[src/rtl/v_mem_port_arbiter.sv]
// Shares one axim_ctrl AXI master between NUM_REQ vector-core memory requesters.
// Read and write channels each run an independent round-robin grant FSM.

module v_mem_port_arb_chan #(
    parameter int NUM_REQ = 4,
    parameter int ADDR_W  = 32,
    parameter int XFER_W  = 32,
    parameter int IDX_W   = $clog2(NUM_REQ)
) (
    input  logic                      i_clk,
    input  logic                      i_rst,
    input  logic [NUM_REQ-1:0]        i_req_valid,
    input  logic [NUM_REQ*ADDR_W-1:0] i_req_addr,
    input  logic [NUM_REQ*XFER_W-1:0] i_req_size,
    input  logic                      i_ctrl_done,
    output logic [NUM_REQ-1:0]        o_req_ready,
    output logic [NUM_REQ-1:0]        o_req_done,
    output logic                      o_ctrl_start,
    output logic [ADDR_W-1:0]         o_ctrl_addr,
    output logic [XFER_W-1:0]         o_ctrl_size,
    output logic                      o_busy,
    output logic                      o_xfer,
    output logic [IDX_W-1:0]          o_grant
);

    typedef enum logic [1:0] {IDLE, START, XFER, FLUSH} state_t;

    state_t              r_state;
    logic [IDX_W-1:0]    r_grant;
    logic [IDX_W-1:0]    r_ptr;
    logic                r_start;
    logic [NUM_REQ-1:0]  r_ready;
    logic [NUM_REQ-1:0]  r_done;
    logic [ADDR_W-1:0]   r_addr;
    logic [XFER_W-1:0]   r_size;

    logic                w_anyValid;
    logic                w_hiValid;
    logic [IDX_W-1:0]    w_lowAny;
    logic [IDX_W-1:0]    w_lowHi;
    logic [IDX_W-1:0]    w_pick;
    logic [ADDR_W-1:0]   w_pickAddr;
    logic [XFER_W-1:0]   w_pickSize;
    logic [NUM_REQ-1:0]  w_pickOnehot;
    logic [NUM_REQ-1:0]  w_grantOnehot;
    logic [IDX_W-1:0]    w_ptrNext;

    // Round-robin: lowest valid index at or above r_ptr, else wrap to the lowest valid overall
    always_comb begin
        w_anyValid = 1'b0;
        w_hiValid  = 1'b0;
        w_lowAny   = '0;
        w_lowHi    = '0;
        for (int i = NUM_REQ - 1; i >= 0; i--) begin
            if (i_req_valid[i]) begin
                w_anyValid = 1'b1;
                w_lowAny   = IDX_W'(i);
                if (i >= int'(r_ptr)) begin
                    w_hiValid = 1'b1;
                    w_lowHi   = IDX_W'(i);
                end
            end
        end
        w_pick = w_hiValid ? w_lowHi : w_lowAny;
    end

    assign w_pickAddr    = i_req_addr[w_pick*ADDR_W +: ADDR_W];
    assign w_pickSize    = i_req_size[w_pick*XFER_W +: XFER_W];
    assign w_pickOnehot  = {{(NUM_REQ-1){1'b0}}, 1'b1} << w_pick;
    assign w_grantOnehot = {{(NUM_REQ-1){1'b0}}, 1'b1} << r_grant;
    assign w_ptrNext     = (r_grant == IDX_W'(NUM_REQ - 1)) ? '0 : r_grant + IDX_W'(1);

    always_ff @(posedge i_clk) begin
        if (i_rst) begin
            r_state <= IDLE;
            r_grant <= '0;
            r_ptr   <= '0;
            r_start <= 1'b0;
            r_ready <= '0;
            r_done  <= '0;
            r_addr  <= '0;
            r_size  <= '0;
        end else begin
            r_start <= 1'b0;
            r_ready <= '0;
            r_done  <= '0;
            case (r_state)
                IDLE: begin
                    if (w_anyValid) begin
                        r_grant <= w_pick;
                        r_addr  <= w_pickAddr;
                        r_size  <= w_pickSize;
                        r_ready <= w_pickOnehot;
                        // A zero-byte request is acknowledged without touching the AXI master
                        if (w_pickSize == '0) begin
                            r_state <= FLUSH;
                        end else begin
                            r_start <= 1'b1;
                            r_state <= START;
                        end
                    end
                end
                START: r_state <= XFER;
                XFER: begin
                    if (i_ctrl_done) begin
                        r_done  <= w_grantOnehot;
                        r_ptr   <= w_ptrNext;
                        r_state <= IDLE;
                    end
                end
                FLUSH: begin
                    r_done  <= w_grantOnehot;
                    r_ptr   <= w_ptrNext;
                    r_state <= IDLE;
                end
                default: r_state <= IDLE;
            endcase
        end
    end

    assign o_req_ready  = r_ready;
    assign o_req_done   = r_done;
    assign o_ctrl_start = r_start;
    assign o_ctrl_addr  = r_addr;
    assign o_ctrl_size  = r_size;
    assign o_busy       = (r_state != IDLE);
    assign o_xfer       = (r_state == XFER);
    assign o_grant      = r_grant;

endmodule

module v_mem_port_arbiter #(
    parameter int NUM_REQ            = 4,
    parameter int C_M_AXI_ADDR_WIDTH = 32,
    parameter int C_M_AXI_DATA_WIDTH = 32,
    parameter int C_XFER_SIZE_WIDTH  = 32
) (
    input  logic                                  i_clk,
    input  logic                                  i_rst,
    input  logic [NUM_REQ-1:0]                    i_rreq_valid,
    input  logic [NUM_REQ*C_M_AXI_ADDR_WIDTH-1:0] i_rreq_addr,
    input  logic [NUM_REQ*C_XFER_SIZE_WIDTH-1:0]  i_rreq_size,
    output logic [NUM_REQ-1:0]                    o_rreq_ready,
    output logic [NUM_REQ-1:0]                    o_rreq_done,
    output logic [NUM_REQ-1:0]                    o_rdata_tvalid,
    input  logic [NUM_REQ-1:0]                    i_rdata_tready,
    output logic [C_M_AXI_DATA_WIDTH-1:0]         o_rdata_tdata,
    output logic                                  o_rdata_tlast,
    input  logic [NUM_REQ-1:0]                    i_wreq_valid,
    input  logic [NUM_REQ*C_M_AXI_ADDR_WIDTH-1:0] i_wreq_addr,
    input  logic [NUM_REQ*C_XFER_SIZE_WIDTH-1:0]  i_wreq_size,
    output logic [NUM_REQ-1:0]                    o_wreq_ready,
    output logic [NUM_REQ-1:0]                    o_wreq_done,
    input  logic [NUM_REQ-1:0]                    i_wdata_tvalid,
    input  logic [NUM_REQ*C_M_AXI_DATA_WIDTH-1:0] i_wdata_tdata,
    output logic [NUM_REQ-1:0]                    o_wdata_tready,
    output logic                                  o_ctrl_rstart,
    output logic [C_M_AXI_ADDR_WIDTH-1:0]         o_ctrl_raddr_offset,
    output logic [C_XFER_SIZE_WIDTH-1:0]          o_ctrl_rxfer_size,
    input  logic                                  i_ctrl_rdone,
    input  logic                                  i_rd_tvalid,
    input  logic                                  i_rd_tlast,
    input  logic [C_M_AXI_DATA_WIDTH-1:0]         i_rd_tdata,
    output logic                                  o_rd_tready,
    output logic                                  o_ctrl_wstart,
    output logic [C_M_AXI_ADDR_WIDTH-1:0]         o_ctrl_waddr_offset,
    output logic [C_XFER_SIZE_WIDTH-1:0]          o_ctrl_wxfer_size,
    input  logic                                  i_ctrl_wdone,
    input  logic                                  i_wr_tready,
    output logic                                  o_wr_tvalid,
    output logic [C_M_AXI_DATA_WIDTH-1:0]         o_wr_tdata,
    output logic                                  o_rd_busy,
    output logic                                  o_wr_busy
);

    localparam int IDX_W  = $clog2(NUM_REQ);
    localparam int DATA_W = C_M_AXI_DATA_WIDTH;

    logic               w_rXfer;
    logic               w_wXfer;
    logic [IDX_W-1:0]   w_rGrant;
    logic [IDX_W-1:0]   w_wGrant;
    logic [NUM_REQ-1:0] w_rGrantOnehot;
    logic [NUM_REQ-1:0] w_wGrantOnehot;

    v_mem_port_arb_chan #(
        .NUM_REQ (NUM_REQ),
        .ADDR_W  (C_M_AXI_ADDR_WIDTH),
        .XFER_W  (C_XFER_SIZE_WIDTH),
        .IDX_W   (IDX_W)
    ) u_rd_chan (
        .i_clk        (i_clk),
        .i_rst        (i_rst),
        .i_req_valid  (i_rreq_valid),
        .i_req_addr   (i_rreq_addr),
        .i_req_size   (i_rreq_size),
        .i_ctrl_done  (i_ctrl_rdone),
        .o_req_ready  (o_rreq_ready),
        .o_req_done   (o_rreq_done),
        .o_ctrl_start (o_ctrl_rstart),
        .o_ctrl_addr  (o_ctrl_raddr_offset),
        .o_ctrl_size  (o_ctrl_rxfer_size),
        .o_busy       (o_rd_busy),
        .o_xfer       (w_rXfer),
        .o_grant      (w_rGrant)
    );

    v_mem_port_arb_chan #(
        .NUM_REQ (NUM_REQ),
        .ADDR_W  (C_M_AXI_ADDR_WIDTH),
        .XFER_W  (C_XFER_SIZE_WIDTH),
        .IDX_W   (IDX_W)
    ) u_wr_chan (
        .i_clk        (i_clk),
        .i_rst        (i_rst),
        .i_req_valid  (i_wreq_valid),
        .i_req_addr   (i_wreq_addr),
        .i_req_size   (i_wreq_size),
        .i_ctrl_done  (i_ctrl_wdone),
        .o_req_ready  (o_wreq_ready),
        .o_req_done   (o_wreq_done),
        .o_ctrl_start (o_ctrl_wstart),
        .o_ctrl_addr  (o_ctrl_waddr_offset),
        .o_ctrl_size  (o_ctrl_wxfer_size),
        .o_busy       (o_wr_busy),
        .o_xfer       (w_wXfer),
        .o_grant      (w_wGrant)
    );

    assign w_rGrantOnehot = {{(NUM_REQ-1){1'b0}}, 1'b1} << w_rGrant;
    assign w_wGrantOnehot = {{(NUM_REQ-1){1'b0}}, 1'b1} << w_wGrant;

    // Stream steering is purely combinational so beats see no added latency
    assign o_rd_tready    = w_rXfer & i_rdata_tready[w_rGrant];
    assign o_rdata_tvalid = (w_rXfer & i_rd_tvalid) ? w_rGrantOnehot : '0;
    assign o_rdata_tdata  = i_rd_tdata;
    assign o_rdata_tlast  = i_rd_tlast;

    assign o_wr_tvalid    = w_wXfer & i_wdata_tvalid[w_wGrant];
    assign o_wr_tdata     = w_wXfer ? i_wdata_tdata[w_wGrant*DATA_W +: DATA_W] : '0;
    assign o_wdata_tready = (w_wXfer & i_wr_tready) ? w_wGrantOnehot : '0;

endmodule

[config.mk]
export PLATFORM = sky130hd
export DESIGN_NAME = v_mem_port_arbiter
export DESIGN_NICKNAME = d
export VERILOG_FILES = /design/src/rtl/v_mem_port_arbiter.sv
export SDC_FILE = /design/constraint.sdc
export NUM_CORES = 1
export LEC_CHECK = 0
export ABC_AREA = 1
export CAP_MARGIN = 20
export CORE_AREA = 2 2 357 359
export DETAILED_ROUTE_END_ITERATION = 8
export DIE_AREA = 0 0 359 361
export GPL_ROUTABILITY_DRIVEN = 0
export PLACE_DENSITY = 0.38
export SYNTH_ARGS = -nofsm -noshare
export SYNTH_HDL_FRONTEND = slang
export SYNTH_SLANG_ARGS = --single-unit
[constraint.sdc]
create_clock -name i_clk -period 4.7 [get_ports i_clk]
set_input_delay 0.94 -clock i_clk [delete_from_list [all_inputs] [get_ports i_clk]]
set_output_delay 0.94 -clock i_clk [all_outputs]
set_load 0.1 [all_outputs]
# Word-level counts from Yosys, hierarchy flattened
# Index checks and enable logic that the tools add are counted.
# Widths: inputs -> output; s select.
dict set report word_totals {
  regBits 158
  inputBits 695
}
dict set report classes {
  add_sub_neg 2
  magnitude_cmp 8
  n_eq_ne 12
  shifts 9
  n_mux 69
  n_bitwise 8
  n_reduce_logical 16
}
# op n
set ops {}
lappend ops {{$shiftx 128x8->32} 5}
lappend ops {{$logic_not 32->1} 2}
lappend ops {{$mux 2} 32}
lappend ops {{$mux 32} 1}
lappend ops {{$mux 1} 24}
lappend ops {{$mux 4} 4}
lappend ops {{$pmux 2 s4} 2}
lappend ops {{$pmux 4 s2} 2}
lappend ops {{$shl 1x2->4 const A} 4}
lappend ops {{$eq 2x2->1 const B} 6}
lappend ops {{$reduce_and 2->1} 6}
lappend ops {{$ge 1x2->1 const A} 4}
lappend ops {{$pmux 2 s2} 2}
lappend ops {{$reduce_bool 2->1} 4}
lappend ops {{$lt 2x3->1 const B} 2}
lappend ops {{$reduce_or 3->1} 2}
lappend ops {{$add 2x1->2 const B} 2}
lappend ops {{$and 1x1->1} 4}
lappend ops {{$bmux 1 s2} 2}
lappend ops {{$eq 2x1->1 const B} 2}
lappend ops {{$ge 2x2->1 const A} 2}
lappend ops {{$logic_not 2->1} 2}
lappend ops {{$ne 2x1->1 const B} 2}
lappend ops {{$ne 2x2->1 const B} 2}
lappend ops {{$not 1->1} 4}

# Longest topological paths before layout
# Gate-level depths: netlist of the first run.
dict set report logic_depth {
  word_depth 13
  mapped_depth 17
}

# Cells and area by module
# Synthesis of the first run repeated with hierarchy kept, for this count alone.
dict set report hier_totals {
  hier_cells 1825
  hier_area_um2 11108.2
}
# mod n_inst cells_each area_each_um2 seq_area_each_um2
set by_module_without_submodules {}
lappend by_module_without_submodules {{v_mem_port_arb_chan (u_rd_chan)} 1 737 4705.8 1581.5}
lappend by_module_without_submodules {{v_mem_port_arb_chan (u_wr_chan)} 1 737 4703.3 1581.5}
lappend by_module_without_submodules {v_mem_port_arbiter 1 351 1699.1 0.0}

# Worst setup path after synthesis of the first run
# No wires, ideal clock.
dict set report synth_path {
  path_kind {input to output}
  startpoint {in i_rdata_tready[0]}
  endpoint {out o_rd_tready}
  arrival_time_ns 3.297
  slack_ns 0.463
  stages 4
  n_path_buf 0
  path_cell_list {nor2_1 nor2_1 o21ai_0 a21boi_0}
}
dict set report synth_between {
  elab_chain_len 3
}
# item line
set synth_lines {}
lappend synth_lines {{start: declaration} 146} ;# input logic [NUM_REQ-1:0] i_rdata_tready,
lappend synth_lines {{$bmux 1 s2} 234} ;# assign o_rd_tready = w_rXfer & i_rdata_tready[w_rGrant];
lappend synth_lines {{$mux 1 (implied by the code)} 234}
lappend synth_lines {{$and 1x1->1} 234}
lappend synth_lines {{end: declaration} 164} ;# output logic o_rd_tready,
# Every way passes these cells. The select of a mux whose other input is x is not followed.

# Final worst setup path of the first run
dict set report layout_path {
  startpoint {reg u_wr_chan.r_grant[1] (netlist: u_wr_chan.o_grant[1])}
  endpoint {out o_wr_tdata[13]}
}
dict set report layout_between {
  elab_chain_len 2
}
# item line
set layout_lines {}
lappend layout_lines {{start: declaration} 29} ;# logic [IDX_W-1:0] r_grant;
lappend layout_lines {{start signal: assignment} 90} ;# r_grant <= w_pick;
lappend layout_lines {{$shiftx 128x8->32} 240} ;# assign o_wr_tdata = w_wXfer ? i_wdata_tdata[w_wGrant*DATA_W +: DATA_W] : '0;
lappend layout_lines {{$mux 32} 240}
lappend layout_lines {{end: declaration} 171} ;# output logic [C_M_AXI_DATA_WIDTH-1:0] o_wr_tdata,
# Every way passes these cells.

==> key figures, run 1 <==
Run status
  • Outcome: finished clean

Global route
  • Vias in the first global route: 16700
  • All-layer global routing usage: 0.151
  • Largest net degree at the start of global routing: 85
  • Grt total ovfl: 0
  • Initial antenna violation count: 16
  • First-pass GRT wire length: 137 mm

Worst setup path
  • Critical Path Fanout Max: 17
  • CP required: 3.76 ns
  • Critical Path AT: 2.72 ns
  • Worst Setup Path Type: flip-flop to output port
  • Worst setup SP type: flip-flop
  • Critical path capture point type: output port

STA
  • Final Hold Violating Endpoints: 0
  • Setup violators final: 0
  • Rel. slew slack: 0.196
  • TNS Setup: 0 ns
  • Fmax: 0.273 GHz
  • RSZ-0062 raised after global routing: no
  • Period Utilization, post-route: 0.778
  • Final Skew: 0.0167 ns
  • Final min period: 3.66 ns
  • Hold Slack: 0.504 ns
  • Slew @ Worst Pin: 1.20 ns
  • Max-slew violations: 0

Floorplanning
  • Die width: 359 um
  • Starting Density: 0.0944
  • Total die area: 130000 um2
  • Site Rows: 130
  • Die height: 361 um
  • Core ar.: 125000 um2
  • Io pins: 918

Placement
  • Inst Count DP: 4387
  • Area post-placement: 22300 um2
  • I/O Buffers: 851
  • HPWL Detailed: 82.9 mm

Logic synthesis
  • Cell variety after synth: 29
  • Cell taking the most area after synthesis: dfxtp_1
  • Mapped Cells: 2027
  • Post-synth EDFFs: 0
  • Asr flop ratio synth: 0
  • Synth Cell Area: 11800 um2
  • Most frequent cell after synthesis: nor2_1
  • Syn Area/Cell: 5.84 um2
  • Synth Flop Type: dfxtp_1
  • FF+latch count, synth: 158
  • Yosys warning total: 0
  • Main area contributors after synthesis: dfxtp_1 27%, nor2_1 13%, nand2_1 11%
  • Synth top area share: 0.267
  • Syn_nets: 2730
  • Post-synth top cells: 422 x nor2_1, 354 x nand2_1, 210 x nand3_1
  • Seq/Total Area, Yosys: 0.267

Drt
  • Total number of vias: 16600
  • Drt total wl: 101 mm
  • Drt wl/cell: 22.8 um
  • DRC: 0
  • Number of routed nets with antenna violations: 0
  • DR pass1 iterations: 7
  • DR vias/cell: 3.75
  • 1st-iter DRT viols: 1061

Clock tree
  • CTS Buffer Depth: 2
  • Worst-path clk slew: 0.07 ns
  • Total CTS buffers: 17
  • Post-CTS Resized: 0
  • Clock root cell: clkbuf_16
  • Post-CTS Setup Bufs: 0
  • Worst skew pair latency: 0.52 ns
  • TritonCTS clock tree: yes
  • CTS sink count: 158
  • Hold_buf cts: 0
  • H-tree levels: 4

Run
  • Maxcap violations: 0

Layout
  • Post-route insts no fill: 4424
  • Fill count: 14400
  • Area Growth Syn to Fin: 93.6%
  • Multi-input gate area: 7090 um2
  • Sequential cell area: 3170 um2
  • Fin area: 22900 um2
  • Nets: 3459
  • Layout cells sized above 1: 0.0632

Pwr
  • Leakage: 9.47 nW
  • Maximum vdd drop: 0.279 mV
  • Power density cells: 351 nW/um2

Min path
  • Worst min path class: flip-flop to flip-flop
==> cells in the final DEF (no fill, tap or decap), drive strengths merged, types with 8 or more instances in the layout <==
cell type,instances
o211ai,64
o221ai,32
a21oi,44
ha,8
inv,178
o22ai,32
clkdlybuf4s50,785
clkbuf,19
o21ai,241
nor2,423
buf,122
nand3b,44
nand3,211
dfxtp,158
nor3,34
nand2,357
==> cell type report <==
type / count / share of cell area
repair buffers: 907 / 0.406
multi-input cells: 1496 / 0.309
flip-flops and latches: 158 / 0.138
well taps: 1650 / 0.0901
inverters: 176 / 0.0290
clock buffers: 19 / 0.0193
clock inverters: 12 / 0.00693
diodes: 6 / 0.000655
==> flip-flops by register name, summed over array words and instances, names as in the netlist, 4 cells and up <==
name                   flops
u_rd_chan.o_ctrl_size     32
u_rd_chan.o_ctrl_addr     32
u_wr_chan.o_req_ready      4
u_wr_chan.o_ctrl_addr     32
u_wr_chan.o_ctrl_size     32
u_rd_chan.o_req_done       4
u_wr_chan.o_req_done       4
u_rd_chan.o_req_ready      4
==> critical path, stage by stage, from the launching register on <==
cell and delay, ns:
dfxtp_2 0.33, clkinv_1 0.54, buf_4 0.47, nor2_1 0.12
o21ai_0 0.13, a21oi_1 0.36, buf_12 0.23
==> metal layers <==
layer,share of wire,up-vias,GRT usage
met4,0.017,12,0.0337
li1,-,8095,-
met5,0.00068,-,0
met2,0.51,632,0.275
met1,0.41,7769,0.173
met3,0.067,70,0.0446
==> worst paths after layout <==
kind	endpoint	cells past startpoint	from	slack, ns
setup reg to reg	u_rd_chan.r_state[1]	13	u_rd_chan.r_ptr[1]	1.87
hold reg to reg	u_wr_chan.o_ctrl_size[15]	2	u_wr_chan.o_ctrl_size[15]	0.50
setup / recovery	o_wr_tdata[13]	6	u_wr_chan.o_grant[1]	1.04
hold / removal	u_wr_chan.o_ctrl_size[15]	2	u_wr_chan.o_ctrl_size[15]	0.50
==> through the flow <==
| stage | power [W] | setup WS, ns | util |
|---|---|---|---|
| final | 0.00804 | 1.04 | 0.183 |
| after global routing | 0.00849 | 0.813 | 0.183 |
| after CTS | 0.00825 | 0.891 | 0.183 |
| after detailed placement | 0.00656 | 0.868 | 0.178 |
| after global placement | 0.00657 | 0.927 | 0.177 |
| after floorplan | 0.00467 | 0.463 | - |
==> report_power, final <==
part | switching (W) | internal (W) | total (W)
Sequential | 0.000130 | 0.00155 | 0.00168
Clock | 0.000738 | 0.000852 | 0.00159
Combinational | 0.00335 | 0.00142 | 0.00477
==> cells by family (layout without fill, tap and decap cells) <==
group | after synthesis | count (layout) | share of synthesized area
buffers and inverters | 373 | 1114 | 0.139
other | 0 | 6 | 0
AO/OA/AOI/OAI | 419 | 419 | 0.206
flip-flops | 158 | 158 | 0.267
AND/OR/NAND/NOR | 1069 | 1069 | 0.380
adder cells (fa/ha/maj) | 8 | 8 | 0.00845
No activity file was read; power rests on OpenSTA's default activity.
==> run 2: changes to the inputs <==
- CORE_AREA: 2 2 357 359 -> 2 2 356 358
- DIE_AREA: 0 0 359 361 -> 0 0 358 360
- PLACE_DENSITY: 0.38 -> 0.39
- clock period: 4.7 -> 3.36 ns (I/O delays scaled with it)
==> run 2 against run 1 <==
- count of clock-buffer cells in the layout down 1
- setup slack worse by 0.61 ns
- cell count is 1.2% higher
- sequential power rose by 40%
- non-clock buffer count grew 49
- sequential share of layout area is 0.20 points lower
- routed wire length up 0.31%
- first-iteration DRC count fell by 8.9%
- critical path depth shrank 1
- hold slack hardly changed
- flip-flop and latch count unchanged
- total power rose by 40%
- critical path type unchanged
- critical endpoint is now o_wr_tdata[29]
- largest cell class unchanged
==> key figures, run 2 (synthesis gave the netlist of run 1 again) <==
Min path
  • Hold depth: 2 (unchanged)
  • Worst min path class: flip-flop to flip-flop

Clock tree
  • TritonCTS clock tree: yes
  • Clock root cell: clkbuf_16
  • CTS Buffer Depth: 2 (unchanged)
  • CTS sink count: 158 (unchanged)
  • Post-CTS Resized: 0 (unchanged)
  • Hold_buf cts: 0 (unchanged)
  • H-tree levels: 4 (unchanged)
  • Total CTS buffers: 17 (unchanged)
  • Worst-path clk slew: 0.07 ns (about the same)
  • Post-CTS Setup Bufs: 0 (unchanged)
  • Worst skew pair latency: 0.53 ns (about the same)

Drt
  • DR pass1 iterations: 5 (-2)
  • Drt total wl: 101 mm (+0.31%)
  • Number of routed nets with antenna violations: 0 (unchanged)
  • 1st-iter DRT viols: 967 (-8.9%)
  • Total number of vias: 16700 (+1.0%)
  • DRC: 0 (unchanged)
  • Drt wl/cell: 22.6 um (-0.83%)
  • DR vias/cell: 3.74 (-0.14%)

STA
  • RSZ-0062 raised after global routing: no
  • Final Hold Violating Endpoints: 0 (unchanged)
  • PnR worst setup slack: 0.428 ns (-0.613 ns)
  • Period Utilization, post-route: 0.872
  • Max-slew violations: 0 (unchanged)
  • Final min period: 2.93 ns
  • Final Skew: 0.0165 ns (-0.000212 ns)
  • Slew @ Worst Pin: 0.854 ns (-0.349 ns)
  • Fmax: 0.341 GHz
  • Rel. slew slack: 0.429 (+0.233)
  • TNS Setup: 0 ns (unchanged)
  • Setup violators final: 0 (unchanged)

Pwr
  • Power density cells: 484 nW/um2 (+38%)
  • Maximum vdd drop: 0.475 mV (+70%)
  • Leakage: 9.93 nW (+5.0%)

Floorplanning
  • Core ar.: 125000 um2 (-0.39%)
  • Site Rows: 130 (unchanged)
  • Io pins: 918 (unchanged)
  • Total die area: 129000 um2 (-0.55%)
  • Die width: 358 um (-0.28%)
  • Die height: 360 um (-0.28%)
  • Starting Density: 0.0948 (+0.000369)

Worst setup path
  • Critical Path AT: 2.26 ns (-0.46 ns)
  • Worst setup SP type: flip-flop
  • Worst Setup Path Type: flip-flop to output port
  • Worst-case reg-to-reg path depth: 13 (unchanged)
  • Critical path capture point type: output port
  • CP required: 2.69 ns (-1.07 ns)
  • Critical Path Fanout Max: 42 (+25)

Layout
  • Area Growth Syn to Fin: 96.4%
  • Layout cells sized above 1: 0.135 (+0.0716)
  • Nets: 3508 (+1.4%)
  • Most frequent cells in the layout: 660 x clkdlybuf4s50_1, 420 x nor2_1, 351 x nand2_1
  • Fill count: 14400 (-0.042%)
  • Most common cell after layout, fill and taps aside: clkdlybuf4s50_1

Placement
  • Post-Place Setup Slack: 0.0180 ns (-0.850 ns)
  • HPWL Detailed: 84.2 mm (+1.5%)
  • I/O Buffers: 851 (unchanged)

Run status
  • Outcome: finished clean

Global route
  • Grt total ovfl: 0 (unchanged)
  • All-layer global routing usage: 0.151 (-0.000698)
  • Initial antenna violation count: 24 (+8)
  • Vias in the first global route: 16900 (+1.0%)
  • Largest net degree at the start of global routing: 70 (-18%)
  • First-pass GRT wire length: 134 mm (-2.1%)

Run
  • Maxcap violations: 0 (unchanged)
[run 2: cell types whose count changed in the layout (fill, tap and decap cells not counted), sizes merged]
cell	before	now
clkdlybuf4s50	785	660
clkbuf	19	18
diode	6	7
buf	122	296
clkinvlp	1	3
inv	178	180
bufinv	3	1
[run 2: stage by stage]
| stage | total power, W | instance area, um2 | instances | util | hold slack [ns] |
|---|---|---|---|---|---|
| finish | 0.0113 | 23300 | 4475 | 0.186 | 0.504 |
| global route | 0.0119 | 23200 | 4471 | 0.186 | 0.523 |
| CTS | 0.0115 | 23200 | 4468 | 0.186 | 0.509 |
| detailed placement | 0.00932 | 22700 | 4436 | 0.182 | 0.487 |
| global placement | 0.00932 | 22700 | 4436 | 0.182 | 0.484 |
| floorplan | 0.00657 | 12000 | 2027 | - | 0.459 |
[run 2: worst paths after layout]
kind | endpoint | startpoint | slack (ns)
hold / removal | u_rd_chan.o_ctrl_size[29] | u_rd_chan.o_ctrl_size[29] | 0.50
setup reg to reg | u_wr_chan.r_state[1] | u_wr_chan.r_ptr[1] | 0.76
setup / recovery | o_wr_tdata[29] | u_wr_chan.o_grant[0] | 0.43
hold reg to reg | u_rd_chan.o_ctrl_size[29] | u_rd_chan.o_ctrl_size[29] | 0.50
[run 2: layout make-up]
type / count / area (um2) / area share
clock inverters: 14 / 130 / 0.00559
inverters: 176 / 666 / 0.0286
clock buffers: 18 / 429 / 0.0185
multi-input cells: 1496 / 7200 / 0.309
flip-flops and latches: 158 / 3170 / 0.136
well taps: 1650 / 2060 / 0.0888
diodes: 7 / 17.5 / 0.000753
repair buffers: 956 / 9590 / 0.412
[run 2: where the power goes]
part	leakage [nW]	internal, W	switching (W)	total, W
sequential	1.31	0.00217	0.000186	0.00236
combinational	8.35	0.00206	0.00473	0.00679
clock	0.271	0.00103	0.00107	0.00210
[run 2: routing by layer]
| metal | wire, um | part of all wire | vias up | GRT usage |
|---|---|---|---|---|
| li1 | - | - | 8204 | - |
| met1 | 41000 | 0.41 | 7714 | 0.176 |
| met2 | 49300 | 0.49 | 720 | 0.262 |
| met3 | 7890 | 0.078 | 96 | 0.0445 |
| met4 | 2740 | 0.027 | 12 | 0.0452 |
| met5 | 94 | 0.00093 | - | 0 |
[run 2: worst max-delay path, stage by stage, from the launching register on]
cell and delay, ns:
dfxtp_2 0.34, inv_2 0.43, buf_12 0.27, o21ai_0 0.21, a21oi_2 0.23, buf_12 0.20
